==> config.mk <==
export PLATFORM = sky130hd
export DESIGN_NAME = regfile_xfer_ctrl
export DESIGN_NICKNAME = d
export VERILOG_FILES = /design/src/rtl/slc3_pkg.sv /design/src/rtl/regfile_xfer_ctrl.sv
export SDC_FILE = /design/constraint.sdc
export NUM_CORES = 1
export LEC_CHECK = 0
export ABC_CLOCK_PERIOD_IN_PS = 4900
export CORE_MARGIN = 1
export CORE_UTILIZATION = 40
export CTS_CLUSTER_SIZE = 20
export DETAILED_ROUTE_END_ITERATION = 10
export GPL_ROUTABILITY_DRIVEN = 0
export PLACE_DENSITY = 0.84
export SLEW_MARGIN = 20
export SYNTH_ARGS = -nofsm -noshare
export SYNTH_HDL_FRONTEND = slang
export SYNTH_SLANG_ARGS = --single-unit
==> constraint.sdc <==
create_clock -name Clk -period 4.9 [get_ports Clk]
set_input_delay 0.98 -clock Clk [delete_from_list [all_inputs] [get_ports Clk]]
set_output_delay 0.98 -clock Clk [all_outputs]
set_load 0.05 [all_outputs]
==> src/rtl/slc3_pkg.sv <==
// Shared SLC-3 definitions used by the register file, the top-level port mux
// and the register-file transfer controller.
//   NUM_REGS     - number of general-purpose registers (power of two)
//   DATA_W       - register width
//   IDX_W        - register index width, log2(NUM_REGS)
//   xfer_state_t - transfer controller FSM states
package slc3_pkg;

  localparam int NUM_REGS = 8;
  localparam int DATA_W   = 16;
  localparam int IDX_W    = 3;

  typedef enum logic [2:0] {
    IDLE,
    RD_SEL,
    RD_OUT,
    WR,
    FIN
  } xfer_state_t;

endpackage

==> src/rtl/regfile_xfer_ctrl.sv <==
// Register-file transfer controller. Acts as a bus master on the register
// file ports: walks R0..R(NUM_REGS-1) either dumping each register onto a
// valid/ready output stream, or restoring each register from a valid/ready
// input stream. While Busy is high the top level muxes SR1_sel, DR_sel,
// LD_REG and Wr_data onto the register file in place of the datapath.
//
// Ports:
//   Clk, Reset_n            clock (rising edge), async active-low reset
//   Start_dump, Start_load  one-cycle transfer requests, sampled in IDLE only
//   Abort                   cancel the transfer in progress (no Done)
//   Busy, Done              ownership flag, one-cycle completion pulse
//   SR1_sel, SR1_data       register-file read port
//   DR_sel, LD_REG, Wr_data register-file write port
//   Dout, Dout_idx, Dout_valid, Dout_ready   dump stream
//   Din, Din_valid, Din_ready                load stream
module regfile_xfer_ctrl #(
  parameter int NUM_REGS = slc3_pkg::NUM_REGS,
  parameter int DATA_W   = slc3_pkg::DATA_W,
  parameter int IDX_W    = slc3_pkg::IDX_W
) (
  input  logic              Clk,
  input  logic              Reset_n,
  input  logic              Start_dump,
  input  logic              Start_load,
  input  logic              Abort,
  output logic              Busy,
  output logic              Done,
  output logic [IDX_W-1:0]  SR1_sel,
  input  logic [DATA_W-1:0] SR1_data,
  output logic [IDX_W-1:0]  DR_sel,
  output logic              LD_REG,
  output logic [DATA_W-1:0] Wr_data,
  output logic [DATA_W-1:0] Dout,
  output logic [IDX_W-1:0]  Dout_idx,
  output logic              Dout_valid,
  input  logic              Dout_ready,
  input  logic [DATA_W-1:0] Din,
  input  logic              Din_valid,
  output logic              Din_ready
);

  import slc3_pkg::*;

  xfer_state_t      state;
  logic [IDX_W-1:0] idx;
  logic             last_idx;

  // The terminal check happens before any increment, so idx never wraps
  // inside a transfer.
  assign last_idx = (idx == IDX_W'(NUM_REGS - 1));

  // idx is forced back to 0 on every return to IDLE, so the select lines
  // read 0 there without extra muxing.
  assign SR1_sel = idx;
  assign DR_sel  = idx;

  // The write strobe follows Din_valid in the same cycle so the register file
  // commits on the very edge that completes the handshake; this also means a
  // beat presented alongside Abort still lands.
  assign LD_REG  = (state == WR) && Din_valid;
  assign Wr_data = (state == WR) ? Din : '0;

  // Transfer FSM with registered status/stream flags. Abort takes priority
  // over any handshake decision; the captured dump word is only loaded in
  // RD_SEL so it stays stable for the whole RD_OUT wait.
  always_ff @(posedge Clk or negedge Reset_n) begin
    if (!Reset_n) begin
      state      <= IDLE;
      idx        <= '0;
      Busy       <= 1'b0;
      Done       <= 1'b0;
      Dout       <= '0;
      Dout_idx   <= '0;
      Dout_valid <= 1'b0;
      Din_ready  <= 1'b0;
    end else if (Abort && (state != IDLE)) begin
      state      <= IDLE;
      idx        <= '0;
      Busy       <= 1'b0;
      Done       <= 1'b0;
      Dout_valid <= 1'b0;
      Din_ready  <= 1'b0;
    end else begin
      Done <= 1'b0;
      case (state)
        IDLE: begin
          if (Start_dump) begin
            state <= RD_SEL;
            idx   <= '0;
            Busy  <= 1'b1;
          end else if (Start_load) begin
            state     <= WR;
            idx       <= '0;
            Busy      <= 1'b1;
            Din_ready <= 1'b1;
          end
        end
        RD_SEL: begin
          Dout       <= SR1_data;
          Dout_idx   <= idx;
          Dout_valid <= 1'b1;
          state      <= RD_OUT;
        end
        RD_OUT: begin
          if (Dout_ready) begin
            Dout_valid <= 1'b0;
            if (last_idx) begin
              state <= FIN;
              Done  <= 1'b1;
            end else begin
              idx   <= idx + IDX_W'(1);
              state <= RD_SEL;
            end
          end
        end
        WR: begin
          if (Din_valid) begin
            if (last_idx) begin
              state     <= FIN;
              Done      <= 1'b1;
              Din_ready <= 1'b0;
            end else begin
              idx <= idx + IDX_W'(1);
            end
          end
        end
        FIN: begin
          state <= IDLE;
          idx   <= '0;
          Busy  <= 1'b0;
        end
        default: begin
          state      <= IDLE;
          idx        <= '0;
          Busy       <= 1'b0;
          Dout_valid <= 1'b0;
          Din_ready  <= 1'b0;
        end
      endcase
    end
  end

endmodule

==> results.json, run 1 <==
{
  "outcome": "finished, final reports clean",
  "die_w_um": 62.5,
  "coreArea_um2": 3420,
  "dp.final_hpwl_mm": 2.73,
  "maxSlewHeadroom": 0.445,
  "layout_commonest_cell": "sky130_fd_sc_hd__clkdlybuf4s50_1",
  "synthFlopType": "sky130_fd_sc_hd__dfrtp_1",
  "hold_viol": 0,
  "criticalPathCategory": "reg2out",
  "ctsRootBufferMaster": "sky130_fd_sc_hd__clkbuf_4",
  "synthesis.yosys.warnings": 0,
  "irDropWorstVdd_mv": 0.335,
  "final-instance-count-excl-fill": 256,
  "r2r_cells": 4,
  "synth_edf_count": 0,
  "tritoncts.num_buffers": 5,
  "fp-row-count": 21,
  "number_of_placed_cells_counting_well_taps": 249,
  "setup-violations-final": 0,
  "timing.hold.ws_ns": 0.507,
  "fin_tns_setup_ns": 0,
  "netlist_instances": 126,
  "ant_nets": 0,
  "clock_sinks": 29,
  "cts-resized-gates": 0,
  "worst_pin_slew_ns": 0.829,
  "detail_route.drc_violations": 0,
  "p_leak_nw": 1.02,
  "period_minus_slack_ns": 3.76,
  "layout.filler_cells": 274,
  "async_flop_share": 1.00,
  "layout_common_cells": "sky130_fd_sc_hd__clkdlybuf4s50_1, sky130_fd_sc_hd__dfrtp_1, sky130_fd_sc_hd__mux2_2",
  "grt_util_all_layers": 0.196,
  "synth.net_count": 168,
  "min-delay-path-class": "reg2reg",
  "timing.critical_path.arrival_ns": 2.78,
  "via_count": 1246,
  "post-cts-setup-buffer-count": 0,
  "synth_seq_cells": 29,
  "cap_violations": 0,
  "hold-path-cell-count": 1,
  "io_pins": 85,
  "nets": 252,
  "synthesis.area_um2": 1460,
  "clock_latency_ns": 0.32,
  "drt_iter0_markers": 25,
  "post_drt_wl_per_cell_um": 13.9,
  "mean_instance_size_in_the_synthesized_netlist_um2": 11.6,
  "antenna-diode-count": 0,
  "critical_path.endpoint_type": "output pin",
  "worstPathRequired_ns": 3.92,
  "cts_tree": "yes",
  "port_buffers": 84,
  "via_per_inst": 4.87,
  "final.setup_skew_ns": 0.00372,
  "htree_num_levels": 2,
  "critPathMaxFanout": 18,
  "vias_in_the_first_global_route": 1257,
  "cts_buffer_depth": 2,
  "chipHeight_um": 62.5,
  "power.density_cell_area_nw_per_um2": 658,
  "areaGrowthSynthToFinish_pct": 62.4,
  "clock.fmax_mhz": 266,
  "slew_violations": 0,
  "antenna_found_initial": 0,
  "yosysUniqueCellTypes": 34,
  "dr.pass1.iters": 4,
  "die-area_um2": 3900,
  "synth_seq_area_share": 0.496,
  "overflow": 0,
  "grt_first_pass_wirelength_mm": 5.96,
  "post-route-period-util": 0.768,
  "post_route_cells_drive_above_1_share": 0.157,
  "clk_pin_slew_ns": 0.09,
  "detail_route.wirelength_mm": 3.55,
  "grt_max_degree": 30,
  "initial_core_util": 0.428,
  "postCtsHoldBufs": 0,
  "setup_repair_after_global_routing_missed_its_margin": "no",
  "critPathLaunchType": "flop"
}
-- layout make-up --
type                    count  area, um^2  share of cell area
well taps                  46        57.6              0.0242
clock buffers               7        55.1              0.0232
flip-flops and latches     29         726               0.305
inverters                   4        15.0             0.00632
multi-input cells          84         667               0.281
repair buffers             86         856               0.360
-- logic make-up (layout without fill, tap and decap cells) --
family          Yosys count  in the layout  share of synthesized area
simple gates             43             43                      0.169
flops                    29             29                      0.496
mux                      22             22                      0.170
compound gates           16             16                     0.0873
buf+inv                  13             97                     0.0513
fa+ha+maj                 3              3                     0.0257
-- synth_stat cells (2+ instances only) --
master | number | area (um^2)
sky130_fd_sc_hd__buf_4 | 4 | 30.0
sky130_fd_sc_hd__nand2_1 | 4 | 15.0
sky130_fd_sc_hd__o21ai_0 | 3 | 15.0
sky130_fd_sc_hd__nor3_1 | 3 | 15.0
sky130_fd_sc_hd__nor2_1 | 10 | 37.5
sky130_fd_sc_hd__and2_1 | 17 | 106
sky130_fd_sc_hd__mux2i_1 | 2 | 20.0
sky130_fd_sc_hd__nand2b_1 | 3 | 18.8
sky130_fd_sc_hd__a21oi_1 | 2 | 10.0
sky130_fd_sc_hd__dfrtp_1 | 29 | 726
sky130_fd_sc_hd__ha_1 | 3 | 37.5
sky130_fd_sc_hd__mux2_2 | 19 | 214
sky130_fd_sc_hd__inv_1 | 4 | 15.0
sky130_fd_sc_hd__buf_2 | 3 | 15.0
-- flip-flops by register name, summed over array words and instances, names as in the netlist --
signal	cells
Dout	16
Busy	1
Din_ready	1
state	3
Done	1
Dout_valid	1
DR_sel	3
Dout_idx	3
-- per-layer routing --
metal,part of all wire,routed length (um),track usage
met3,0.042,150,0.0401
met2,0.50,1790,0.334
met4,0.022,78,0.0901
met5,0,0,0
met1,0.43,1530,0.237
-- stage by stage --
stage / worst slack (ns) / util / instance area (um^2) / power, W
2_1_floorplan: 2.34 / - / 1460 / 0.00110
3_3_place_gp: 1.46 / 0.679 / 2320 / 0.00140
3_5_place_dp: 1.45 / 0.679 / 2320 / 0.00143
4_1_cts: 1.12 / 0.696 / 2380 / 0.00157
5_1_grt: 0.975 / 0.696 / 2380 / 0.00164
6_report: 1.14 / 0.696 / 2380 / 0.00156
-- where the power goes --
part | switching (W) | internal (W)
clock network | 0.0000777 | 0.0000676
logic | 0.000617 | 0.000376
registers | 0.0000850 | 0.000340
-- worst max-delay path: stages (launching register included) --
cell                              delay [ns]
sky130_fd_sc_hd__dfrtp_1                0.50
sky130_fd_sc_hd__nand2b_1               0.24
sky130_fd_sc_hd__nor2_1                 0.66
sky130_fd_sc_hd__and2_1                 0.25
sky130_fd_sc_hd__clkdlybuf4s50_1        0.80
-- worst paths after layout --
path,startpoint,to,slack (ns)
hold reg to reg,Din_ready,Din_ready,0.51
setup / recovery,state[2],LD_REG,1.14
min in group asynchronous,Reset_n,Dout[12],1.03
hold / removal,Din_ready,Din_ready,0.51
max in group asynchronous,Reset_n,Dout_valid,3.62
setup reg to reg,state[2],Done,3.01
No activity file was read; power rests on OpenSTA's default activity.
==> run 2, diff against run 1 <==
ABC_CLOCK_PERIOD_IN_PS = 3100   (was 4900)
CORE_UTILIZATION = 34   (was 40)
PLACE_DENSITY = 0.76   (was 0.84)
clock period = 3.1 ns   (was 4.9 ns; I/O delays follow)
==> results.json, run 2 (synthesis results as in run 1) <==
{
  "outcome": "finished, final reports clean",
  "layout_commonest_cell": "sky130_fd_sc_hd__clkdlybuf4s50_1",
  "r2r_end": "Din_ready",
  "die-area_um2": 4570,
  "die_w_um": 67.6,
  "grt_first_pass_wirelength_mm": 5.32,
  "family_of_cells_with_the_greatest_summed_delay_on_the_critical_path": "simple AND/OR/NAND/NOR gates",
  "period_minus_slack_ns": 2.31,
  "via_count": 1224,
  "areaGrowthSynthToFinish_pct": 62.5,
  "worst_hold_path.endpoint": "Din_ready",
  "layout_common_cells": "sky130_fd_sc_hd__clkdlybuf4s50_1, sky130_fd_sc_hd__dfrtp_1, sky130_fd_sc_hd__buf_4",
  "ctsRootBufferMaster": "sky130_fd_sc_hd__clkbuf_8",
  "slew_violations": 0,
  "cap_violations": 0,
  "power.share.combinational": 0.617,
  "power.density_cell_area_nw_per_um2": 1060,
  "max_flop_register": "Dout",
  "critical_path.reg2reg.startpoint": "DR_sel[0]",
  "clk_pin_slew_ns": 0.06,
  "irDropWorstVdd_mv": 0.452,
  "dr.pass1.iters": 4,
  "post_drt_wl_per_cell_um": 12.9,
  "layout.filler_cells": 367,
  "setup_repair_after_global_routing_missed_its_margin": "no",
  "cts-resized-gates": 0,
  "grt_util_all_layers": 0.159,
  "detail_route.wirelength_mm": 3.37,
  "clock_power_share": 0.120,
  "criticalPathCategory": "reg2out",
  "intPower_w": 0.00130,
  "critical_path.endpoint_type": "output pin",
  "setup-violations-final": 0,
  "power.sequential.fraction": 0.263,
  "hold_viol": 0,
  "clock_sinks": 29,
  "vias_in_the_first_global_route": 1129,
  "worst_pin_slew_ns": 0.528,
  "ant_nets": 0,
  "io_pins": 85,
  "drt_iter0_markers": 110,
  "worstPathRequired_ns": 2.48,
  "htree_num_levels": 2,
  "critPathLaunchType": "flop",
  "r2r_cells": 6,
  "largest_reg_flops": 16,
  "detail_route.drc_violations": 0,
  "post-cts-setup-buffer-count": 0,
  "via_per_inst": 4.69,
  "p_leak_nw": 1.07,
  "critPathMaxFanout": 18,
  "power.switching_fraction": 0.486,
  "antenna_found_initial": 0,
  "startpoint": "state[2]",
  "post-route-period-util": 0.746,
  "grt_max_degree": 30,
  "fin_tns_setup_ns": 0,
  "dp.final_hpwl_mm": 2.59,
  "netSwitchingPower_w": 0.00123,
  "clock_latency_ns": 0.28,
  "maxSlewHeadroom": 0.647,
  "cts_buffer_depth": 2,
  "hold_start": "Din_ready",
  "antenna-diode-count": 0,
  "timing.critical_path.slowest_cell_delay_ns": 0.49,
  "path_common_cell": "sky130_fd_sc_hd__buf_4",
  "overflow": 0,
  "postCtsHoldBufs": 0,
  "crit_path_top_delay_cell": "sky130_fd_sc_hd__dfrtp_1",
  "nets": 253,
  "reg2reg_setup_slack_ns": 1.27,
  "cp_num_buf_inv": 2,
  "min-delay-path-class": "reg2reg",
  "initial_core_util": 0.360,
  "final.setup_skew_ns": 0.00362,
  "hold-path-cell-count": 1,
  "fp-row-count": 23,
  "tritoncts.num_buffers": 5,
  "post_route_cells_drive_above_1_share": 0.242,
  "clock.fmax_mhz": 433,
  "cts_tree": "yes",
  "chipHeight_um": 67.6,
  "critical_path.cell_chain": "nand2b_1 -> nor2_1 -> buf_4 -> and2_1 -> buf_4",
  "coreArea_um2": 4060,
  "final_util": 0.586,
  "timing.critical_path.arrival_ns": 1.69,
  "port_buffers": 84
}
## run 2: cell type report
type	instances	area [um^2]	share of cell area
Timing Repair Buffer	87	821	0.345
Sequential cell	29	726	0.305
Multi-Input combinational cell	84	667	0.281
Clock buffer	7	86.3	0.0363
Tap cell	50	62.6	0.0263
Inverter	4	15.0	0.00632
## run 2: how the worst max path moves through the flow
stage	to	slack, ns	cells past startpoint
detailed placement	DR_sel[0]	0.63	5
finish	LD_REG	0.79	5
floorplan	Wr_data[0]	0.90	5
global placement	DR_sel[0]	0.69	5
global route	LD_REG	0.65	5
CTS	LD_REG	0.77	5
## run 2: power groups by stage
stage,sequential [W],combinational (W),clock [W]
after CTS,0.000666,0.00157,0.000315
after global placement,0.000664,0.00156,0
after floorplan,0.00113,0.000611,0
final,0.000664,0.00156,0.000303
after detailed placement,0.000672,0.00157,0
after global routing,0.000692,0.00164,0.000336
## run 2: per-stage QoR
stage / power (W) / instance area (um^2) / hold slack (ns) / setup slack [ns] / std cells
floorplan: 0.00174 / 1460 / 0.324 / 0.896 / 126
global placement: 0.00222 / 2290 / 0.476 / 0.687 / 254
finish: 0.00253 / 2380 / 0.497 / 0.788 / 261
CTS: 0.00255 / 2380 / 0.496 / 0.774 / 261
global route: 0.00267 / 2380 / 0.521 / 0.653 / 261
detailed placement: 0.00224 / 2290 / 0.481 / 0.626 / 254
## run 2: metal layers
| metal | GRT usage | part of all wire | routed length (um) | vias to the layer above |
|---|---|---|---|---|
| met3 | 0.0557 | 0.081 | 273 | 2 |
| met5 | 0 | 0 | 0 | - |
| met1 | 0.200 | 0.42 | 1430 | 564 |
| met4 | 0.0638 | 0.0077 | 26 | 0 |
| li1 | - | - | - | 604 |
| met2 | 0.246 | 0.49 | 1650 | 54 |
